[src/rtl/comparator_serial_responder.sv]
// Digit-serial magnitude comparator with valid/ready on both sides.
// Scans operands MSB digit first and stops at the first differing digit.
module comparator_serial_responder #(
    parameter int unsigned WIDTH  = 8,
    parameter int unsigned DIGIT  = 2,     // must divide WIDTH
    parameter bit          SIGNED = 1'b0   // 1: two's-complement compare
) (
    input  logic             clk,
    input  logic             rst,
    input  logic             in_valid,
    output logic             in_ready,
    input  logic [WIDTH-1:0] A,
    input  logic [WIDTH-1:0] B,
    output logic             out_valid,
    input  logic             out_ready,
    output logic             gt,
    output logic             eq,
    output logic             lt,
    output logic             busy
);

    localparam int unsigned N  = WIDTH / DIGIT;
    localparam int unsigned CW = (N > 1) ? $clog2(N) : 1;
    localparam logic [CW-1:0]    CNT_TOP  = CW'(N - 1);
    localparam logic [DIGIT-1:0] MSB_MASK = DIGIT'(1) << (DIGIT - 1);

    typedef enum logic [1:0] {
        IDLE = 2'd0,
        SCAN = 2'd1,
        DONE = 2'd2
    } state_t;

    state_t           state, state_d;
    logic [WIDTH-1:0] sh_a, sh_a_d;
    logic [WIDTH-1:0] sh_b, sh_b_d;
    logic [CW-1:0]    cnt, cnt_d;
    logic             out_valid_d, gt_d, eq_d, lt_d;
    logic [DIGIT-1:0] dig_a, dig_b;
    logic             flip_msb;

    // Current digit pair; in signed mode the sign digit's MSB is inverted
    // in both operands so an unsigned compare orders them correctly.
    always_comb begin
        flip_msb = SIGNED && (cnt == CNT_TOP);
        dig_a    = sh_a[WIDTH-1 -: DIGIT] ^ (flip_msb ? MSB_MASK : '0);
        dig_b    = sh_b[WIDTH-1 -: DIGIT] ^ (flip_msb ? MSB_MASK : '0);
    end

    // Next-state and next-output logic.
    always_comb begin
        state_d     = state;
        sh_a_d      = sh_a;
        sh_b_d      = sh_b;
        cnt_d       = cnt;
        out_valid_d = out_valid;
        gt_d        = gt;
        eq_d        = eq;
        lt_d        = lt;

        unique case (state)
            IDLE: begin
                if (in_valid) begin
                    state_d = SCAN;
                    sh_a_d  = A;
                    sh_b_d  = B;
                    cnt_d   = CNT_TOP;
                end
            end
            SCAN: begin
                if (dig_a != dig_b) begin
                    state_d     = DONE;
                    out_valid_d = 1'b1;
                    gt_d        = (dig_a > dig_b);
                    lt_d        = (dig_a < dig_b);
                end else if (cnt == '0) begin
                    state_d     = DONE;
                    out_valid_d = 1'b1;
                    eq_d        = 1'b1;
                end else begin
                    sh_a_d = sh_a << DIGIT;
                    sh_b_d = sh_b << DIGIT;
                    cnt_d  = cnt - CW'(1);
                end
            end
            DONE: begin
                if (out_ready) begin
                    state_d     = IDLE;
                    out_valid_d = 1'b0;
                    gt_d        = 1'b0;
                    eq_d        = 1'b0;
                    lt_d        = 1'b0;
                end
            end
            default: begin
                state_d = IDLE;
            end
        endcase
    end

    // State and datapath registers with synchronous reset.
    always_ff @(posedge clk) begin
        if (rst) begin
            state     <= IDLE;
            sh_a      <= '0;
            sh_b      <= '0;
            cnt       <= '0;
            out_valid <= 1'b0;
            gt        <= 1'b0;
            eq        <= 1'b0;
            lt        <= 1'b0;
        end else begin
            state     <= state_d;
            sh_a      <= sh_a_d;
            sh_b      <= sh_b_d;
            cnt       <= cnt_d;
            out_valid <= out_valid_d;
            gt        <= gt_d;
            eq        <= eq_d;
            lt        <= lt_d;
        end
    end

    assign in_ready = (state == IDLE) && !rst;
    assign busy     = (state != IDLE);

endmodule

[config.mk]
export PLATFORM = sky130hd
export DESIGN_NAME = comparator_serial_responder
export DESIGN_NICKNAME = d
export VERILOG_FILES = /design/src/rtl/comparator_serial_responder.sv
export SDC_FILE = /design/constraint.sdc
export NUM_CORES = 1
export LEC_CHECK = 0
export ABC_CLOCK_PERIOD_IN_PS = 1650
export CORE_ASPECT_RATIO = 0.7
export CORE_MARGIN = 2
export CORE_UTILIZATION = 46
export DETAILED_ROUTE_END_ITERATION = 6
export PLACE_DENSITY = 0.83
export SLEW_MARGIN = 20
export SYNTH_ARGS = -nofsm -noshare
export SYNTH_HDL_FRONTEND = slang
export SYNTH_SLANG_ARGS = --single-unit
[constraint.sdc]
create_clock -name clk -period 1.65 [get_ports clk]
set_input_delay 0.33 -clock clk [delete_from_list [all_inputs] [get_ports clk]]
set_output_delay 0.33 -clock clk [all_outputs]
set_load 0.02 [all_outputs]
==> flow_metrics.env <==
export IMPL_fillCellCount=202
export IMPL_slew_headroom=0.806
export IMPL_syn_area_per_cell_um2=9.62
export IMPL_clock_path_buffers=2
export IMPL_drtAntennaViolNets=0
export IMPL_grt_pass1_vias=907
export IMPL_grt_use_total=0.179
export IMPL_synthCells=120
export IMPL_status="finished clean"
export IMPL_power_density_mw_per_mm2=1060
export IMPL_cts_sinks=24
export IMPL_grt_pass1_wl_um=3970
export IMPL_post_route_drc_count=0
export IMPL_crit_type="reg -> out"
export IMPL_tightest_slew_ps=291
export IMPL_cts_root_buf="clkbuf_4"
export IMPL_avgViaCountPerCell=5.21
export IMPL_die_w_um=63.9
export IMPL_core_area_mm2=0.00242
export IMPL_drive_above_1_share=0.200
export IMPL_multi_input_area_um2=637
export IMPL_fmax_mhz=621
export IMPL_tns_ps=0
export IMPL_period_minus_slack_ps=1610
export IMPL_rows=15
export IMPL_first_pass_iters=4
export IMPL_syn2layout_area_growth_pct=37.7
export IMPL_critical_path_required_ps=1320
export IMPL_hold_buffers=0
export IMPL_synthesis_area_mm2=0.00115
export IMPL_cts_tree="yes"
export IMPL_final_setup_skew_ps=0.724
export IMPL_clock_latency_ps=310
export IMPL_ys_flop_type="dfxtp_1"
export IMPL_htreeDepth=1
export IMPL_n_antenna_cell=0
export IMPL_worstHoldPathType="reg -> reg"
export IMPL_design_final_nets=174
export IMPL_cap_viol_max_count=0
export IMPL_critPathCaptureType="primary output"
export IMPL_crit_fanout=3
export IMPL_regArea_um2=482
export IMPL_clk_pin_slew_worst_paths_ps=130
export IMPL_drv_slew=0
export IMPL_period_share=0.976
export IMPL_wl_per_cell_um=13.5
export IMPL_start_util=0.477
export IMPL_die_area_mm2=0.00293
export IMPL_met3_usage=0.0545
export IMPL_worstSetupStartpointType="register"
export IMPL_yosysSeqAreaShare=0.416
export IMPL_grt_start_max_net_pins=25
export IMPL_gr_usage_met1=0.226
export IMPL_cts_buffers=3
export IMPL_setup_viol=0
export IMPL_async_reset_ff_frac=0
export IMPL_vias=958
export IMPL_p_leak_uw=0.000610
export IMPL_busiest_layer="met2"
export IMPL_total_power_uw=1680
export IMPL_finalHoldViolCount=0
export IMPL_grt_use_met2=0.313
export IMPL_critPathArrivalTime_ps=1280
export IMPL_yosys_warnings=0
export IMPL_hpwl_um=1700
export IMPL_grt_antenna_before_repair=0
export IMPL_port_buffers=25
export IMPL_dieHeight_um=45.9
export IMPL_rsz0062_at_grt="false"
export IMPL_gp_congestion=0.833
export IMPL_io_pins=26
export IMPL_synth_seq_cells=24
export IMPL_drtIter0Drc=27
export IMPL_gr_total_overflow=0
export IMPL_fin_util=0.657
export IMPL_synth_edf_count=0
export IMPL_vdd_drop_max_uv=489
export IMPL_yosysUniqueCellTypes=29
export IMPL_syn_num_nets=143
export IMPL_routed_wl_um=2490
-- cell usage in the layout, fill, tap and decap left out, types with 2 or more instances in the layout --
cell type	n
a211oi_1	5
a211oi_2	8
a21oi_1	3
a22oi_1	6
buf_12	2
buf_4	5
clkbuf_4	3
clkdlybuf4s50_1	22
dfxtp_1	23
ha_4	2
inv_1	7
mux2i_1	13
nand2_1	3
nor2_1	20
nor2b_1	2
nor3_1	2
o21ai_0	4
-- synthesized netlist by cell type (2+ instances only) --
master	n	share of area
inv_1	7	0.023
nor3_1	2	0.0087
a211oi_1	5	0.033
nor2_1	21	0.068
nand2_1	4	0.013
buf_6	2	0.020
dfxtp_1	24	0.42
ha_1	3	0.033
nor2b_1	2	0.011
o21ai_0	4	0.017
a22oi_1	6	0.039
a21oi_1	3	0.013
mux2i_1	13	0.11
a211oi_2	8	0.087
clkbuf_1	2	0.0065
-- routing by layer --
metal,up-vias,share of wire
li1,492,-
met1,428,0.47
met2,38,0.46
met3,0,0.075
met4,0,0
met5,-,0
-- per-stage QoR --
step / instance area [um2] / cells / hold slack, ps / setup slack, ps
2_1_floorplan: 1160 / 120 / 465 / 61.7
3_3_place_gp: 1460 / 178 / 441 / -209
3_5_place_dp: 1460 / 178 / 460 / -208
4_1_cts: 1520 / 182 / 488 / 14.8
5_1_grt: 1590 / 184 / 495 / 2.26
6_report: 1590 / 184 / 481 / 40.2
-- path summary, 6_finish.rpt --
check,from,to,slack [ps],cells past startpoint
max,state[0]$_SDFFE_PP0P_,busy,40,2
min,eq$_SDFFE_PP0P_,eq$_SDFFE_PP0P_,480,2
max reg2reg,state[0]$_SDFFE_PP0P_,sh_b[2]$_SDFFE_PP0P_,140,6
min reg2reg,eq$_SDFFE_PP0P_,eq$_SDFFE_PP0P_,480,2
-- timing repair --
action | 4_1_cts | 5_1_grt
gates cloned | 0 | 1
hold endpoints to repair | 0 | 0
resized for setup | 6 | 9
setup buffers | 0 | 1
setup endpoints to repair | 13 | 14
-- report_power, final --
| part | switching [uW] | internal [uW] | total [uW] |
|---|---|---|---|
| clock | 178 | 245 | 423 |
| sequential | 47.1 | 655 | 702 |
| combinational | 275 | 282 | 557 |
-- registers in the layout, indices dropped and copies added (netlist names) --
register / flops
gt: 1
sh_a: 8
eq: 1
out_valid: 1
cnt: 2
state: 2
sh_b: 8
lt: 1
-- cell families after synthesis --
kind of cell    count (synthesis)  synth area share
simple gates                   35             0.148
compound gates                 31             0.228
flops                          24             0.416
buf+inv                        14            0.0628
mux                            13             0.113
fa+ha+maj                       3            0.0325
-- worst max-delay path, stage by stage (launching register included) --
cell	delay, ps
dfxtp_2	380
or2_2	300
clkdlybuf4s15_1	290
-- area by class of cell --
cell class	instances	area share
timing repair buffer	33	0.220
tap	34	0.0268
clock buffer	3	0.0142
sequential	24	0.303
multi-input combinational	82	0.400
inverter	7	0.0165
clock inverter	1	0.0189
Power figures use the tool's default switching activity.
